==> src/rtl/dmem_port_arbiter.sv <==
// dmem_port_arbiter
// Shares one single-port, byte-addressed Y86-64 memory between instruction
// fetch and the data (Memory stage) port. Accesses are serialised through an
// IDLE -> ISSUE -> RESP FSM. Data has priority because it belongs to the older
// instruction; a starvation counter forces a fetch grant after STARVE_MAX
// consecutive data grants taken while fetch was waiting.
//
// Ports:
//   clk, reset                     clock, asynchronous active-high reset
//   if_req/if_addr                 fetch request (held until if_gnt)
//   if_gnt, if_rvalid              grant pulse, response pulse
//   if_rdata, if_err               fetched 8 bytes (little-endian), range error
//   dm_req/dm_we/dm_addr/dm_wdata  data request (held until dm_gnt)
//   dm_gnt, dm_rvalid              grant pulse, response/write-ack pulse
//   dm_rdata, dm_err               read data (0 on write or error), range error
//   mem_en/mem_we/mem_addr/mem_wdata  memory strobe, write enable, address, data
//   mem_rdata                      memory read data, valid on the edge after mem_en
module dmem_port_arbiter #(
   parameter int MEM_BYTES  = 1024,
   parameter int STARVE_MAX = 4
) (
   input  logic        clk,
   input  logic        reset,
   input  logic        if_req,
   input  logic [63:0] if_addr,
   output logic        if_gnt,
   output logic        if_rvalid,
   output logic [63:0] if_rdata,
   output logic        if_err,
   input  logic        dm_req,
   input  logic        dm_we,
   input  logic [63:0] dm_addr,
   input  logic [63:0] dm_wdata,
   output logic        dm_gnt,
   output logic        dm_rvalid,
   output logic [63:0] dm_rdata,
   output logic        dm_err,
   output logic        mem_en,
   output logic        mem_we,
   output logic [63:0] mem_addr,
   output logic [63:0] mem_wdata,
   input  logic [63:0] mem_rdata
);

   localparam int          SC_W       = $clog2(STARVE_MAX) + 1;
   localparam logic [63:0] ADDR_LIMIT = 64'(MEM_BYTES - 8);

   typedef enum logic [1:0] {IDLE, ISSUE, RESP} state_t;

   state_t          state;
   logic [SC_W-1:0] sc;
   logic            win_if_p0;
   logic            we_p0;
   logic            err_p0;

   // Comparing against MEM_BYTES-8 (rather than computing addr+8) cannot wrap
   // for addresses close to 2^64.
   function automatic logic addr_bad(input logic [63:0] a);
      return a > ADDR_LIMIT;
   endfunction

   function automatic logic [63:0] resp_data(input logic [63:0] rd,
                                             input logic        we,
                                             input logic        err);
      return (we || err) ? 64'd0 : rd;
   endfunction

   // Arbitration decode; only consumed at an arbitration edge, never drives an
   // output combinationally.
   logic        arb_go;
   logic        pick_if;
   logic [63:0] sel_addr;
   logic        sel_we;
   logic        sel_bad;

   always_comb begin
      arb_go   = ((state == IDLE) || (state == RESP)) && (if_req || dm_req);
      pick_if  = if_req && (!dm_req || (sc == SC_W'(STARVE_MAX)));
      sel_addr = pick_if ? if_addr : dm_addr;
      sel_we   = !pick_if && dm_we;
      sel_bad  = addr_bad(sel_addr);
   end

   always_ff @(posedge clk or posedge reset) begin
      if (reset) begin
         state     <= IDLE;
         sc        <= '0;
         win_if_p0 <= 1'b0;
         we_p0     <= 1'b0;
         err_p0    <= 1'b0;
         if_gnt    <= 1'b0;
         if_rvalid <= 1'b0;
         if_rdata  <= '0;
         if_err    <= 1'b0;
         dm_gnt    <= 1'b0;
         dm_rvalid <= 1'b0;
         dm_rdata  <= '0;
         dm_err    <= 1'b0;
         mem_en    <= 1'b0;
         mem_we    <= 1'b0;
         mem_addr  <= '0;
         mem_wdata <= '0;
      end else begin
         if_gnt    <= 1'b0;
         dm_gnt    <= 1'b0;
         if_rvalid <= 1'b0;
         dm_rvalid <= 1'b0;
         mem_en    <= 1'b0;
         mem_we    <= 1'b0;
         case (state)
            IDLE, RESP: begin
               // Arbitration -> ISSUE
               if (arb_go) begin
                  state     <= ISSUE;
                  win_if_p0 <= pick_if;
                  we_p0     <= sel_we;
                  err_p0    <= sel_bad;
                  if_gnt    <= pick_if;
                  dm_gnt    <= !pick_if;
                  mem_en    <= !sel_bad;
                  mem_we    <= sel_we && !sel_bad;
                  mem_addr  <= sel_addr;
                  mem_wdata <= pick_if ? 64'd0 : dm_wdata;
                  if (pick_if || !if_req)
                     sc <= '0;
                  else
                     sc <= sc + 1'b1;
               end else begin
                  state <= IDLE;
                  if (!if_req)
                     sc <= '0;
               end
            end
            ISSUE: begin
               // ISSUE -> RESP: capture memory data for the winning port
               state <= RESP;
               if (win_if_p0) begin
                  if_rvalid <= 1'b1;
                  if_rdata  <= resp_data(mem_rdata, 1'b0, err_p0);
                  if_err    <= err_p0;
               end else begin
                  dm_rvalid <= 1'b1;
                  dm_rdata  <= resp_data(mem_rdata, we_p0, err_p0);
                  dm_err    <= err_p0;
               end
            end
            default: state <= IDLE;
         endcase
      end
   end

endmodule

==> config.mk <==
export PLATFORM = sky130hd
export DESIGN_NAME = dmem_port_arbiter
export DESIGN_NICKNAME = d
export VERILOG_FILES = /design/src/rtl/dmem_port_arbiter.sv
export SDC_FILE = /design/constraint.sdc
export NUM_CORES = 1
export LEC_CHECK = 0
export BUFFER_PORTS_ARGS = -buffer_cell sky130_fd_sc_hd__clkbuf_2
export CAP_MARGIN = 0
export CORE_AREA = 2 2 205 207
export CTS_CLUSTER_SIZE = 30
export DETAILED_ROUTE_END_ITERATION = 8
export DIE_AREA = 0 0 207 209
export PLACE_DENSITY = 0.51
export SYNTH_ARGS = -nofsm -noshare
export SYNTH_HDL_FRONTEND = slang
export SYNTH_SLANG_ARGS = --single-unit
==> constraint.sdc <==
create_clock -name clk -period 16 [get_ports clk]
set_input_delay 2.4 -clock clk [delete_from_list [all_inputs] [get_ports clk]]
set_output_delay 2.4 -clock clk [all_outputs]
set_load 0.01 [all_outputs]
Word level (Yosys, flattened, before mapping)
Index checks and enable logic that the tools add are counted.
{"block": "classes", "add_sub_neg": 1, "mul": 0, "div": 0, "order_cmp": 1, "eq_ne": 4, "shift": 0, "muxes": 21, "bitwise": 1, "n_reduce_logical": 19}
{"operator": "64-bit two-way mux", "n": 4}
{"operator": "64-bit by 10-bit > comparator with 1-bit output, second input constant", "n": 1}
{"operator": "1-bit two-way mux", "n": 13}
{"operator": "3-bit two-way mux", "n": 3}
{"operator": "2-bit AND reduction", "n": 4}
{"operator": "1-bit logical OR", "n": 5}
{"operator": "1-bit logical AND", "n": 4}
{"operator": "1-bit logical NOT", "n": 4}
{"operator": "2-bit one-hot mux with 2 select lines", "n": 1}
{"operator": "3-bit by 1-bit adder with 3-bit output, second input constant", "n": 1}
{"operator": "3-bit == test, second input constant", "n": 1}
{"operator": "2-bit by 1-bit == test with 1-bit output, second input constant", "n": 1}
{"operator": "2-bit == test, second input constant", "n": 1}
{"operator": "2-bit logical NOT", "n": 1}
{"operator": "2-bit by 1-bit inequality test with 1-bit output, second input constant", "n": 1}
{"operator": "2-bit OR reduction", "n": 1}
{"operator": "1-bit NOT", "n": 1}
{"block": "word_totals", "reg_bits": 272, "latchBits": 0, "mem_bits_rw": 0, "rom_bits": 0, "input_bits": 261, "output_inout_bits": 264, "mem_count": 0}

Logic depth before layout (Yosys ltp)
{"block": "depth", "ltp_word": 9, "depth_mapped": 9, "ltp_nobuf": 7}

Least setup slack after synthesis
Ideal clock, no wire load.
{"block": "synth_timing", "path_type": "input to register", "from": "input port dm_addr[31]", "to": "register err_p0", "arrival_ps": 3452, "required_ps": 15881, "setup_slack_ps": 12429, "cell_stages": 5, "cell_sequence": "or4_1 -> nor3_1 -> and4_1 -> o221ai_2 -> o21a_1"}
{"block": "synth_via", "elab_chain_cells": 2}
{"element": "from (decl)", "line": "32", "text": "input logic [63:0] dm_addr,"}
{"element": "64-bit two-way mux", "line": "79", "text": "sel_addr = pick_if ? if_addr : dm_addr;"}
{"element": "64-bit by 10-bit > comparator with 1-bit output", "line": "59", "text": "return a > ADDR_LIMIT;"}
{"element": "to (signal assigned)", "line": "117", "text": "err_p0 <= sel_bad;"}
{"element": "to (decl)", "line": "54", "text": "logic err_p0;"}
No other way between the ends.
A chain may end at the register's enable or synchronous reset.

Worst setup path after layout
{"block": "layout_timing", "from": "input port if_req", "to": "register mem_wdata[23]"}
{"block": "layout_via", "elab_chain_cells": 3, "elab_cells_between_ends": 5, "classes_between": "mux: 1; reduce/logical: 4"}
{"element": "from (decl)", "line": "24", "text": "input logic if_req,"}
{"element": "1-bit logical OR", "line": "77", "text": "arb_go = ((state == IDLE) || (state == RESP)) && (if_req || dm_req);"}
{"element": "1-bit logical AND", "line": "77"}
{"element": "2-bit AND reduction (no line)"}
{"element": "to (signal assigned)", "line": "123", "text": "mem_wdata <= pick_if ? 64'd0 : dm_wdata;"}
{"element": "to (decl)", "line": "41", "text": "output logic [63:0] mem_wdata,"}
Parallel ways exist; a longest one is shown, timed or not.

==> metrics <==
outcome=completed; Final setup viols=0; critical path class=in2reg; gp weighted congestion=0.8630; Residual DRC=0; Max IR drop VDD=61.98 uV; CP Capture Type=register; most frequent CP cell=buf_4; cell family with most CP delay=buffers and inverters; Worst Hold Launch=mem_wdata[20]; Area Growth Syn to Fin=35.70%; Tot GR Track Use=0.1835; ys flop type=dfrtp_1; I/O Buffers=524; EDFF count, synth=0; sequential area share after synthesis=0.5953; reg2reg end=mem_wdata[23]; clk sink count=272; max_slew headroom=0.3174; antenna violations before repair=2; largest net degree at the start of global routing=114; FF-to-FF Start=state[0]; Max clock buf depth=3; wire per inst=17.60 um; final worst path period need=4353 ps; most frequent cells in the layout=clkbuf_2, nand2_1, dfrtp_1; Pwr Total=1844 uW; vias=10580; share of cells above drive strength 1=0.3346; post-detail-place hpwl=29940 um; Mapped Cells=1288; Slew Viols, Final=0; number of global-route vias before repair=10500; die extent in x=207 um; CP Cell Sequence=clkbuf_2 -> o21bai_4 -> buf_4 -> inv_6 -> buf_4 -> nand2_1 -> o21ai_0; hold worst-path end=mem_wdata[20]; crit path buf inv count=4; H-tree depth=1; Final Hold Fails=0; Fillers=4352; Syn Area/Cell=8.878 um2; Root Driver=clkbuf_16; Finished Cell Area=15520 um2; vias per cell=4.555; clk slew on worst S/H paths=60 ps; RSZ-0062 raised after global routing=false; setup TNS=0 ps; R2R depth=6; worst skew pair latency=560 ps; CP arrival=4830 ps; CP Launch Type=primary input; Worst path max stage delay=770 ps; Post-CTS Hold Buffers=0; first-pass GRT wire length=62890 um; Seq cells post-synth=272; Initial DRC Count=611; Syn Nets=1551; worst min path class=reg2reg; total CTS buffers=31; die boundary height=209 um; post-CTS setup buffer count=0; Power per Cell Area=118.9 nW/um2; WP data required=16480 ps; Post-Route WL=40860 um; hold path cells=2; I/O pin cnt=525; Detail Route Antenna Nets=0; TritonCTS clock tree=yes; TritonRoute pass-1 iters=5; Cell Area, Placed=14480 um2; CORE AREA=41290 um2; synth warn=0; LEAKAGE=0.007656 uW; GRT overflow=0; Clock Skews=16.71 ps; flop2flop setup slack=13030 ps; fraction of registers with async set/reset=1.000; Starting Density=0.2769; Final period util=0.2721; CP max stage cell=buf_4; FP Rows=75; mapped cell area=11430 um2; max frequency=0.2297 GHz; most common cell after layout, fill and taps aside=clkbuf_2; DIE AREA=43260 um2; post-synthesis cell type count=32; post-CTS sizing=0; CP Max Fanout=113; maxcap violations=0; worst-margin pin slew=1024 ps; fin nets=2028
## metrics by stage
stage / setup slack, ps / utilization / hold WS [ps] / std cells
finish: 11650 / 0.3758 / 474.9 / 2322
global route: 11420 / 0.3758 / 489.9 / 2321
CTS: 11700 / 0.3757 / 481.7 / 2320
detailed placement: 11070 / 0.3507 / 468.7 / 2271
global placement: 11140 / 0.3507 / 460.3 / 2271
floorplan: 6105 / - / 450.5 / 1288
## kinds of logic (layout without fill, tap and decap cells)
| family | count (synthesis) | after routing | share of synthesized area |
|---|---|---|---|
| AO/OA/AOI/OAI | 267 | 267 | 0.1264 |
| flip-flops | 272 | 272 | 0.5953 |
| AND/OR/NAND/NOR | 645 | 645 | 0.2370 |
| buffers and inverters | 99 | 592 | 0.03633 |
| other | 0 | 2 | 0 |
| adder cells (fa/ha/maj) | 2 | 2 | 0.002188 |
| multiplexers | 3 | 3 | 0.002845 |
## area by class of cell
class | instances | area, um2 | area share
inverter | 8 | 42.54 | 0.002741
timing repair buffer | 535 | 2705 | 0.1743
sequential | 272 | 6808 | 0.4387
tap | 539 | 674.4 | 0.04346
clock inverter | 6 | 112.6 | 0.007257
clock buffer | 43 | 920.9 | 0.05935
multi-input combinational | 917 | 4249 | 0.2738
antenna | 2 | 5.005 | 0.0003225
## cells in the mapped netlist, drive strengths merged, types with 4 or more instances
master    n  area [um2]
a31oi    64       400.4
buf      32       162.6
clkbuf   59       222.7
dfrtp   272        6807
inv       7       26.28
nand2   461        1730
nand2b   65       406.6
nand3     4       20.02
nand4     7       43.79
nor2     72       270.3
nor3      8       40.04
nor4     23       158.9
o21ai   196       980.9
## worst register-to-register path, stage by stage, from the launching register on
cell,delay [ps]
dfrtp_1,490
o21bai_4,220
buf_4,360
inv_6,650
buf_4,840
nand2_1,150
o21ai_0,180
## registers in the layout (all words and copies together), names as in the netlist, 2 cells and up
signal     flops
mem_wdata     64
if_rdata      64
mem_addr      64
sc             3
dm_rdata      64
state          2
## power by group
part           internal (uW)  switching [uW]
Clock                    443             284
Sequential               760            43.6
Combinational            110             203
Total                   1310             531
## metal layers
layer,global-route usage,vias up,part of all wire
met5,0,-,0
li1,-,5184,-
met2,0.2921,396,0.47
met1,0.2417,4937,0.43
met3,0.04704,60,0.074
met4,0.06650,0,0.032
## worst max-delay path by stage
stage | start | endpoint | slack, ps | cells after the start
after floorplan | reset | dm_err | 6100 | 1
after global placement | if_req | mem_wdata[7] | 11140 | 7
after detailed placement | if_req | mem_wdata[23] | 11070 | 7
after CTS | if_req | mem_wdata[23] | 11700 | 7
after global routing | reset | err_p0 | 11420 | 4
final | if_req | mem_wdata[23] | 11650 | 7
No activity file was read; power rests on OpenSTA's default activity.
